<file path="src/rtl/mips_isa_pkg.sv">
// MIPS-style ISA constants shared by the program loader and the instruction decoder.
// Holds the opcode/funct map, the symbolic mnemonic codes and the loader FSM state type.
package mips_isa_pkg;

    localparam logic [5:0] OP_RTYPE = 6'd25;
    localparam logic [5:0] OP_LW    = 6'd47;
    localparam logic [5:0] OP_SW    = 6'd48;
    localparam logic [5:0] OP_BNE   = 6'd49;
    localparam logic [5:0] OP_ADDI  = 6'd50;
    localparam logic [5:0] OP_ORI   = 6'd51;
    localparam logic [5:0] OP_JMP   = 6'd2;

    localparam logic [5:0] FN_ADD = 6'd32;
    localparam logic [5:0] FN_SUB = 6'd34;
    localparam logic [5:0] FN_AND = 6'd36;
    localparam logic [5:0] FN_OR  = 6'd37;
    localparam logic [5:0] FN_MUL = 6'd50;

    localparam logic [3:0] MN_ADD  = 4'd0;
    localparam logic [3:0] MN_SUB  = 4'd1;
    localparam logic [3:0] MN_AND  = 4'd2;
    localparam logic [3:0] MN_OR   = 4'd3;
    localparam logic [3:0] MN_MUL  = 4'd4;
    localparam logic [3:0] MN_LW   = 4'd5;
    localparam logic [3:0] MN_SW   = 4'd6;
    localparam logic [3:0] MN_BNE  = 4'd7;
    localparam logic [3:0] MN_ADDI = 4'd8;
    localparam logic [3:0] MN_ORI  = 4'd9;
    localparam logic [3:0] MN_JMP  = 4'd10;

    typedef enum logic [1:0] {
        ST_IDLE  = 2'd0,
        ST_LOAD  = 2'd1,
        ST_WRITE = 2'd2,
        ST_DONE  = 2'd3
    } ld_state_e;

endpackage

</file>
<file path="src/rtl/mips_instr_encoder.sv">
// Combinational encoder: symbolic mnemonic plus operand fields -> 32-bit instruction word.
// Unknown mnemonics produce a zero word with illegal raised.
module mips_instr_encoder
    import mips_isa_pkg::*;
(
    input  logic [3:0]  mnem,
    input  logic [4:0]  rs,
    input  logic [4:0]  rt,
    input  logic [4:0]  rd,
    input  logic [15:0] imm,
    input  logic [25:0] target,
    output logic [31:0] word,
    output logic        illegal
);

    // Opcode/funct lookup for every supported mnemonic.
    always_comb begin
        word    = 32'd0;
        illegal = 1'b0;
        case (mnem)
            MN_ADD:  word = {OP_RTYPE, rs, rt, rd, 5'd0, FN_ADD};
            MN_SUB:  word = {OP_RTYPE, rs, rt, rd, 5'd0, FN_SUB};
            MN_AND:  word = {OP_RTYPE, rs, rt, rd, 5'd0, FN_AND};
            MN_OR:   word = {OP_RTYPE, rs, rt, rd, 5'd0, FN_OR};
            MN_MUL:  word = {OP_RTYPE, rs, rt, rd, 5'd0, FN_MUL};
            MN_LW:   word = {OP_LW,   rs, rt, imm};
            MN_SW:   word = {OP_SW,   rs, rt, imm};
            MN_BNE:  word = {OP_BNE,  rs, rt, imm};
            MN_ADDI: word = {OP_ADDI, rs, rt, imm};
            MN_ORI:  word = {OP_ORI,  rs, rt, imm};
            MN_JMP:  word = {OP_JMP,  target};
            default: illegal = 1'b1;
        endcase
    end

endmodule

</file>
<file path="src/rtl/imem_program_loader.sv">
// Streams symbolic instructions in, encodes them and writes the words to consecutive
// instruction-memory addresses, tracking word count, sticky errors and an end-of-load pulse.
module imem_program_loader
    import mips_isa_pkg::*;
#(
    parameter int AW    = 5,
    parameter int DEPTH = 32
) (
    input  logic          clk,
    input  logic          rst,
    input  logic          start,
    input  logic [AW-1:0] start_addr,
    input  logic          in_valid,
    output logic          in_ready,
    input  logic [3:0]    in_mnem,
    input  logic [4:0]    in_rs,
    input  logic [4:0]    in_rt,
    input  logic [4:0]    in_rd,
    input  logic [15:0]   in_imm,
    input  logic [25:0]   in_target,
    input  logic          in_last,
    output logic          imem_we,
    output logic [AW-1:0] imem_addr,
    output logic [31:0]   imem_wdata,
    output logic [AW:0]   count,
    output logic          done,
    output logic [1:0]    err
);

    localparam logic [AW:0] DEPTH_C = (AW+1)'(DEPTH);

    ld_state_e     state_r;
    ld_state_e     state_s;
    logic [AW-1:0] ptr_r;
    logic          last_r;
    logic          ovf_r;
    logic          hs_s;
    logic          full_s;
    logic [31:0]   word_s;
    logic          illegal_s;

    assign hs_s   = (state_r == ST_LOAD) && in_valid && in_ready;
    assign full_s = (count == DEPTH_C);

    mips_instr_encoder u_enc (
        .mnem    (in_mnem),
        .rs      (in_rs),
        .rt      (in_rt),
        .rd      (in_rd),
        .imm     (in_imm),
        .target  (in_target),
        .word    (word_s),
        .illegal (illegal_s)
    );

    // Next-state logic; start overrides everything, including a same-cycle handshake.
    always_comb begin
        state_s = state_r;
        if (start) begin
            state_s = ST_LOAD;
        end else begin
            case (state_r)
                ST_IDLE:  state_s = ST_IDLE;
                ST_LOAD:  state_s = hs_s ? ST_WRITE : ST_LOAD;
                ST_WRITE: state_s = (last_r || ovf_r) ? ST_DONE : ST_LOAD;
                ST_DONE:  state_s = ST_IDLE;
                default:  state_s = ST_IDLE;
            endcase
        end
    end

    // State register and the handshake/status outputs derived from the next state.
    always_ff @(posedge clk or posedge rst) begin
        if (rst) begin
            state_r  <= ST_IDLE;
            in_ready <= 1'b0;
            done     <= 1'b0;
        end else begin
            state_r  <= state_s;
            in_ready <= (state_s == ST_LOAD);
            done     <= (state_s == ST_DONE);
        end
    end

    // Write datapath: the word is registered at the handshake edge so the strobe lands
    // in the WRITE cycle; ptr/count advance only for words actually written.
    always_ff @(posedge clk or posedge rst) begin
        if (rst) begin
            imem_we    <= 1'b0;
            imem_addr  <= '0;
            imem_wdata <= 32'd0;
            ptr_r      <= '0;
            count      <= '0;
            err        <= 2'b00;
            last_r     <= 1'b0;
            ovf_r      <= 1'b0;
        end else begin
            imem_we <= 1'b0;
            if (start) begin
                ptr_r  <= start_addr;
                count  <= '0;
                err    <= 2'b00;
                last_r <= 1'b0;
                ovf_r  <= 1'b0;
            end else if (hs_s) begin
                last_r <= in_last;
                ovf_r  <= full_s;
                if (full_s) begin
                    err[1] <= 1'b1;
                end else if (illegal_s) begin
                    err[0] <= 1'b1;
                end else begin
                    imem_we    <= 1'b1;
                    imem_addr  <= ptr_r;
                    imem_wdata <= word_s;
                    ptr_r      <= ptr_r + AW'(1);
                    count      <= count + (AW+1)'(1);
                end
            end
        end
    end

endmodule

</file>
<file path="config.mk">
export PLATFORM = sky130hd
export DESIGN_NAME = imem_program_loader
export DESIGN_NICKNAME = d
export VERILOG_FILES = /design/src/rtl/mips_isa_pkg.sv /design/src/rtl/mips_instr_encoder.sv /design/src/rtl/imem_program_loader.sv
export SDC_FILE = /design/constraint.sdc
export NUM_CORES = 1
export LEC_CHECK = 0
export ABC_AREA = 0
export CAP_MARGIN = 10
export CORE_UTILIZATION = 45
export DETAILED_ROUTE_END_ITERATION = 6
export MAX_ROUTING_LAYER = met4
export PLACE_DENSITY = 0.83
export SYNTH_ARGS = -nofsm -noshare
export SYNTH_HDL_FRONTEND = slang
export SYNTH_SLANG_ARGS = --single-unit
export TNS_END_PERCENT = 10
</file>
<file path="constraint.sdc">
create_clock -name clk -period 3.5 [get_ports clk]
set_input_delay 0.35 -clock clk [delete_from_list [all_inputs] [get_ports clk]]
set_output_delay 0.35 -clock clk [all_outputs]
set_load 0.02 [all_outputs]
</file>
==> flow_metrics.env, run 1 <==
export IMPL_slew_headroom_pct=30.9
export IMPL_dieWidth_um=83.6
export IMPL_cp_start_kind="input pin"
export IMPL_netlist_area_um2=3000
export IMPL_cts_sinks=57
export IMPL_fp_row_count=29
export IMPL_drt_iter0_markers=213
export IMPL_worstPathMaxFanout=38
export IMPL_async_flop_share_pct=100
export IMPL_ctsResizeCount=0
export IMPL_grt_max_degree=39
export IMPL_fmax_ghz=0.426
export IMPL_finish_utilization_pct=68.2
export IMPL_yosysTopAreaCell="dfrtp_1"
export IMPL_final_max_slew_viol_count=0
export IMPL_place_ws_ps=824
export IMPL_finalHoldViolCount=0
export IMPL_synth_edf_count=0
export IMPL_ys_warnings_count=0
export IMPL_min_period_ps=2350
export IMPL_cp_data_required_time_ps=3710
export IMPL_finalPower_mw=2.42
export IMPL_clkTransAtPathRegs_ps=60
export IMPL_cts_htree_levels=3
export IMPL_fin_worst_skew_ps=4.31
export IMPL_ios=119
export IMPL_gr_total_overflow=0
export IMPL_cts_tree="yes"
export IMPL_initial_core_util_pct=46.9
export IMPL_diodes=0
export IMPL_grt_pass1_wl_mm=13.3
export IMPL_area_growth_pct=45.4
export IMPL_netlist_top_cells_count="57 x dfrtp_1, 24 x a21oi_1, 24 x a31oi_1"
export IMPL_detail_route_antenna_nets=0
export IMPL_nets=476
export IMPL_synth_most_common_cell="dfrtp_1"
export IMPL_cts_made_buffers=9
export IMPL_syn_num_nets=366
export IMPL_viasPerCell=5.86
export IMPL_tns_ps=0
export IMPL_place_inst=467
export IMPL_grt_util_all_layers_pct=25.0
export IMPL_hold_class="in2async"
export IMPL_whs_ps=434
export IMPL_ys_seq_elements=57
export IMPL_rsz0062_at_grt="false"
export IMPL_yosysTopAreaCellShare_pct=47.6
export IMPL_worst_pin_slew_ps=1040
export IMPL_ys_seq_area_share_pct=47.6
export IMPL_syn_inst=292
export IMPL_grt_pass1_vias=2774
export IMPL_layout_cells_non_filler=481
export IMPL_syn_avg_cell_area_um2=10.3
export IMPL_stdcell_area_um2=4360
export IMPL_post_cts_setup_buffer_count=0
export IMPL_clock_latency_ps=330
export IMPL_yosysUniqueCellTypes=42
export IMPL_dpl_hpwl_mm=5.80
export IMPL_grt_antenna_before_repair=0
export IMPL_worst_ep_arrival_time_ps=2560
export IMPL_die_y_um=83.6
export IMPL_static_leakage_power_nw=1.73
export IMPL_drive_gt1_share_pct=11.4
export IMPL_vias=2818
export IMPL_place_congestion=0.824
export IMPL_wl_mm=8.00
export IMPL_finalCritPeriodShare_pct=67.0
export IMPL_dieArea_um2=6990
export IMPL_place_area_um2=4200
export IMPL_port_buffers=118
export IMPL_core_um2=6390
export IMPL_yosys_top_cells_area="dfrtp_1 48%, mux2_2 8.3%, a31oi_1 5.0%"
export IMPL_p_per_area_nw_per_um2=555
export IMPL_setup_violations=0
export IMPL_cts_root_buffer="clkbuf_8"
export IMPL_irDropWorstVdd_uv=397
export IMPL_layout_setup_ws_ps=1150
export IMPL_status="complete, no violations"
export IMPL_dr_pass1_iters=4
export IMPL_wire_per_inst_um=16.6
export IMPL_maxCapViolations=0
export IMPL_synthFlopType="dfrtp_1"
export IMPL_drc=0
export IMPL_cts_buffer_depth=2
export IMPL_worstSetupEndpointType="flip-flop"
export IMPL_critPathKind="in2reg"
export IMPL_cts_hold_buf=0
-- per-layer routing --
layer / share of wire (%) / track usage (%)
met5: 0 / -
met4: 3.0 / 12.5
met3: 6.2 / 4.65
met2: 48 / 39.5
met1: 42 / 30.9
-- worst paths after layout --
path | from | to | slack (ps) | cells after the start
max reg2reg | state_r[1] | imem_wdata[10] | 1260 | 5
min in group clk | imem_wdata[5] | imem_wdata[5] | 500 | 1
min | rst | imem_we | 430 | 2
max | in_mnem[2] | imem_wdata[10] | 1150 | 7
max in group asynchronous | rst | imem_addr[0] | 2260 | 3
min reg2reg | imem_wdata[5] | imem_wdata[5] | 500 | 1
-- critical path, stage by stage --
cell and delay (ps):
clkdlybuf4s50_1 390, buf_4 200, a21o_1 200, a21o_1 380, nor3_4 180, buf_4 430
mux2_2 390
-- layout make-up --
type | instances | area, um^2
clock buffer | 12 | 145
clock inverter | 1 | 5.00
fill | 509 | 2030
inverter | 9 | 33.8
multi-input combinational | 200 | 1420
sequential | 57 | 1430
tap | 77 | 96.3
timing repair buffer | 125 | 1230
-- placed cells by master (no fill, tap or decap), drive strengths merged, types with 6 or more instances in the layout --
cell | netlist | routed
a21oi | 24 | 24
a22o | 7 | 7
a22oi | 16 | 16
a31oi | 24 | 24
buf | 8 | 7
clkbuf | 18 | 12
clkdlybuf4s50 | 0 | 118
dfrtp | 57 | 57
inv | 8 | 8
mux2 | 27 | 27
nand2 | 13 | 13
nand3 | 6 | 6
nor2 | 13 | 13
nor2b | 13 | 13
o21ai | 11 | 11
o221ai | 6 | 6
or4 | 6 | 6
-- power by group --
part	total, mW	internal [mW]	switching (mW)
logic	0.972	0.509	0.463
registers	0.945	0.839	0.107
clock network	0.499	0.263	0.236
-- registers in the layout, indices dropped and copies added, names as in the netlist --
name,flops
state_r,2
ovf_r,1
imem_wdata,32
imem_addr,5
ptr_r,5
in_ready,1
last_r,1
err,2
count,6
imem_we,1
done,1
-- cell families (layout without fill, tap and decap cells) --
| group | after synthesis | in the layout | share of synthesized area (%) |
|---|---|---|---|
| adder cells (fa/ha/maj) | 3 | 3 | 1.25 |
| AND/OR/NAND/NOR | 62 | 62 | 11.7 |
| AO/OA/AOI/OAI | 107 | 107 | 23.7 |
| buffers and inverters | 35 | 147 | 5.26 |
| multiplexers | 28 | 28 | 10.5 |
| flip-flops | 57 | 57 | 47.6 |
(Power assumes the default switching activity.)
==> run 2, diff against run 1 <==
--- a/config.mk
+++ b/config.mk
@@ -7,10 +7,10 @@
 export LEC_CHECK = 0
 export ABC_AREA = 0
 export CAP_MARGIN = 10
-export CORE_UTILIZATION = 45
+export CORE_UTILIZATION = 44
 export DETAILED_ROUTE_END_ITERATION = 6
 export MAX_ROUTING_LAYER = met4
-export PLACE_DENSITY = 0.83
+export PLACE_DENSITY = 0.81
 export SYNTH_ARGS = -nofsm -noshare
 export SYNTH_HDL_FRONTEND = slang
 export SYNTH_SLANG_ARGS = --single-unit
==> constraint.sdc (replaced) <==
create_clock -name clk -period 2.3 [get_ports clk]
set_input_delay 0.23 -clock clk [delete_from_list [all_inputs] [get_ports clk]]
set_output_delay 0.23 -clock clk [all_outputs]
set_load 0.02 [all_outputs]
==> flow_metrics.env, run 2 (synthesis gave the netlist of run 1 again) <==
export IMPL_cts_buffer_depth=2
export IMPL_post_cts_setup_buffer_count=0
export IMPL_power_switching_mw=1.25
export IMPL_cts_root_buffer="clkbuf_8"
export IMPL_ctsResizeCount=0
export IMPL_final_common_cell="clkdlybuf4s50_1"
export IMPL_place_congestion=0.828
export IMPL_worstSetupEndpointType="flip-flop"
export IMPL_status="complete, but fails checks"
export IMPL_worstPathMaxFanout=14
export IMPL_cts_hold_buf=0
export IMPL_clkTransAtPathRegs_ps=70
export IMPL_ios=119
export IMPL_place_area_um2=4280
export IMPL_core_um2=6460
export IMPL_switching_share_pct=33.6
export IMPL_fmax_ghz=0.524
export IMPL_slew_headroom_pct=51.2
export IMPL_hold_class="in2async"
export IMPL_finalHoldViolCount=0
export IMPL_cp_data_required_time_ps=2500
export IMPL_dieWidth_um=84.5
export IMPL_cts_sinks=57
export IMPL_final_cell_mix="118 x clkdlybuf4s50_1, 57 x dfrtp_1, 24 x a21oi_1, 24 x a31oi_1, 22 x mux2_2"
export IMPL_grt_pass1_wl_mm=13.3
export IMPL_area_growth_pct=48.3
export IMPL_clock_latency_ps=330
export IMPL_cts_htree_levels=3
export IMPL_port_buffers=118
export IMPL_fp_row_count=29
export IMPL_diodes=0
export IMPL_setup_violations=0
export IMPL_top_register="imem_wdata"
export IMPL_irDropWorstVdd_uv=538
export IMPL_largest_reg_flops=32
export IMPL_finalCritPeriodShare_pct=83.0
export IMPL_fillCellCount=509
export IMPL_vias=2825
export IMPL_worst_ep_arrival_time_ps=2110
export IMPL_wire_per_inst_um=16.4
export IMPL_initial_core_util_pct=46.4
export IMPL_grt_pass1_vias=2725
export IMPL_clockPowerShare_pct=21.1
export IMPL_maxCapViolations=0
export IMPL_die_y_um=84.5
export IMPL_drc=5
export IMPL_pwr_share_comb_pct=40.3
export IMPL_grt_max_degree=58
export IMPL_cts_tree="yes"
export IMPL_dr_pass1_iters=7
export IMPL_gr_total_overflow=0
export IMPL_grt_antenna_before_repair=0
export IMPL_worstRegToRegCells=6
export IMPL_fin_worst_skew_ps=5.51
export IMPL_grt_util_all_layers_pct=24.9
export IMPL_critPathKind="reg2reg"
export IMPL_rsz0062_at_grt="false"
export IMPL_drt_iter0_markers=142
export IMPL_cts_made_buffers=9
export IMPL_final_max_slew_viol_count=0
export IMPL_tns_ps=0
export IMPL_worst_pin_slew_ps=732
export IMPL_largestRegisters="imem_wdata x32, count x6"
export IMPL_dpl_hpwl_mm=5.73
export IMPL_internal_power_mw=2.47
export IMPL_detail_route_antenna_nets=0
export IMPL_cp_start_kind="flip-flop"
export IMPL_wl_mm=8.06
export IMPL_seqPwrFrac_pct=38.6
export IMPL_viasPerCell=5.75
export IMPL_min_period_ps=1910
export IMPL_drive_gt1_share_pct=13.8
export IMPL_dieArea_um2=7140
export IMPL_p_per_area_nw_per_um2=838
export IMPL_static_leakage_power_nw=1.78
export IMPL_stdcell_area_um2=4440
export IMPL_violations="DRC"
export IMPL_nets=484
run 2: changes by cell type in the layout (fill, tap and decap cells not counted):
cell      previous run  this run
buf_4                6        14
clkbuf_1             2         1
buf_2                1         0
clkinv_2             1         4
buf_12               0         1
run 2: path summary, 6_finish.rpt:
path                       slack (ps)          start             end
min                               420            rst   imem_wdata[9]
min in group clk                  480        in_last          last_r
max in group asynchronous        1380            rst   imem_wdata[0]
min reg2reg                       490  imem_wdata[5]   imem_wdata[5]
max reg2reg                       390       count[0]  imem_wdata[25]
max                               390       count[0]  imem_wdata[25]
run 2: routing by layer:
layer | GRT usage [%] | wire, um | vias to the layer above
met5 | - | 0 | -
met4 | 10.8 | 172 | 0
met3 | 5.80 | 484 | 15
met2 | 37.5 | 3990 | 109
met1 | 32.3 | 3420 | 1361
li1 | - | - | 1340
run 2: area by class of cell:
type | instances | area, um^2 | share of cell area [%]
Sequential cell | 57 | 1430 | 32.1
Timing Repair Buffer | 133 | 1310 | 29.4
Multi-Input combinational cell | 200 | 1420 | 31.9
Clock inverter | 4 | 20.0 | 0.451
Tap cell | 77 | 96.3 | 2.17
Clock buffer | 11 | 141 | 3.18
Inverter | 9 | 33.8 | 0.760
run 2: through the flow:
| stage | total power [mW] | utilization, % | setup slack, ps | hold slack [ps] | std cells |
|---|---|---|---|---|---|
| floorplan | 2.16 | - | 395 | 361 | 292 |
| global placement | 2.92 | 66.3 | 192 | 470 | 476 |
| detailed placement | 2.95 | 66.3 | 105 | 478 | 476 |
| CTS | 3.75 | 68.8 | 396 | 439 | 491 |
| global route | 3.93 | 68.8 | 300 | 475 | 491 |
| finish | 3.72 | 68.8 | 392 | 415 | 491 |
run 2: critical path, stage by stage, from the launching register on:
cell and delay, ps:
dfrtp_1 420, inv_1 90, ha_1 140, nand2_1 90
or4_1 700, a31oi_1 290, a21oi_1 60
run 2: power by group through the flow:
stage          Clock (mW)  Sequential (mW)  Combinational (mW)
3_3_place_gp            0             1.44                1.48
5_1_grt             0.861             1.47                1.60
3_5_place_dp            0             1.45                1.50
2_1_floorplan           0             1.75               0.414
4_1_cts             0.804             1.44                1.51
6_report            0.787             1.44                1.50
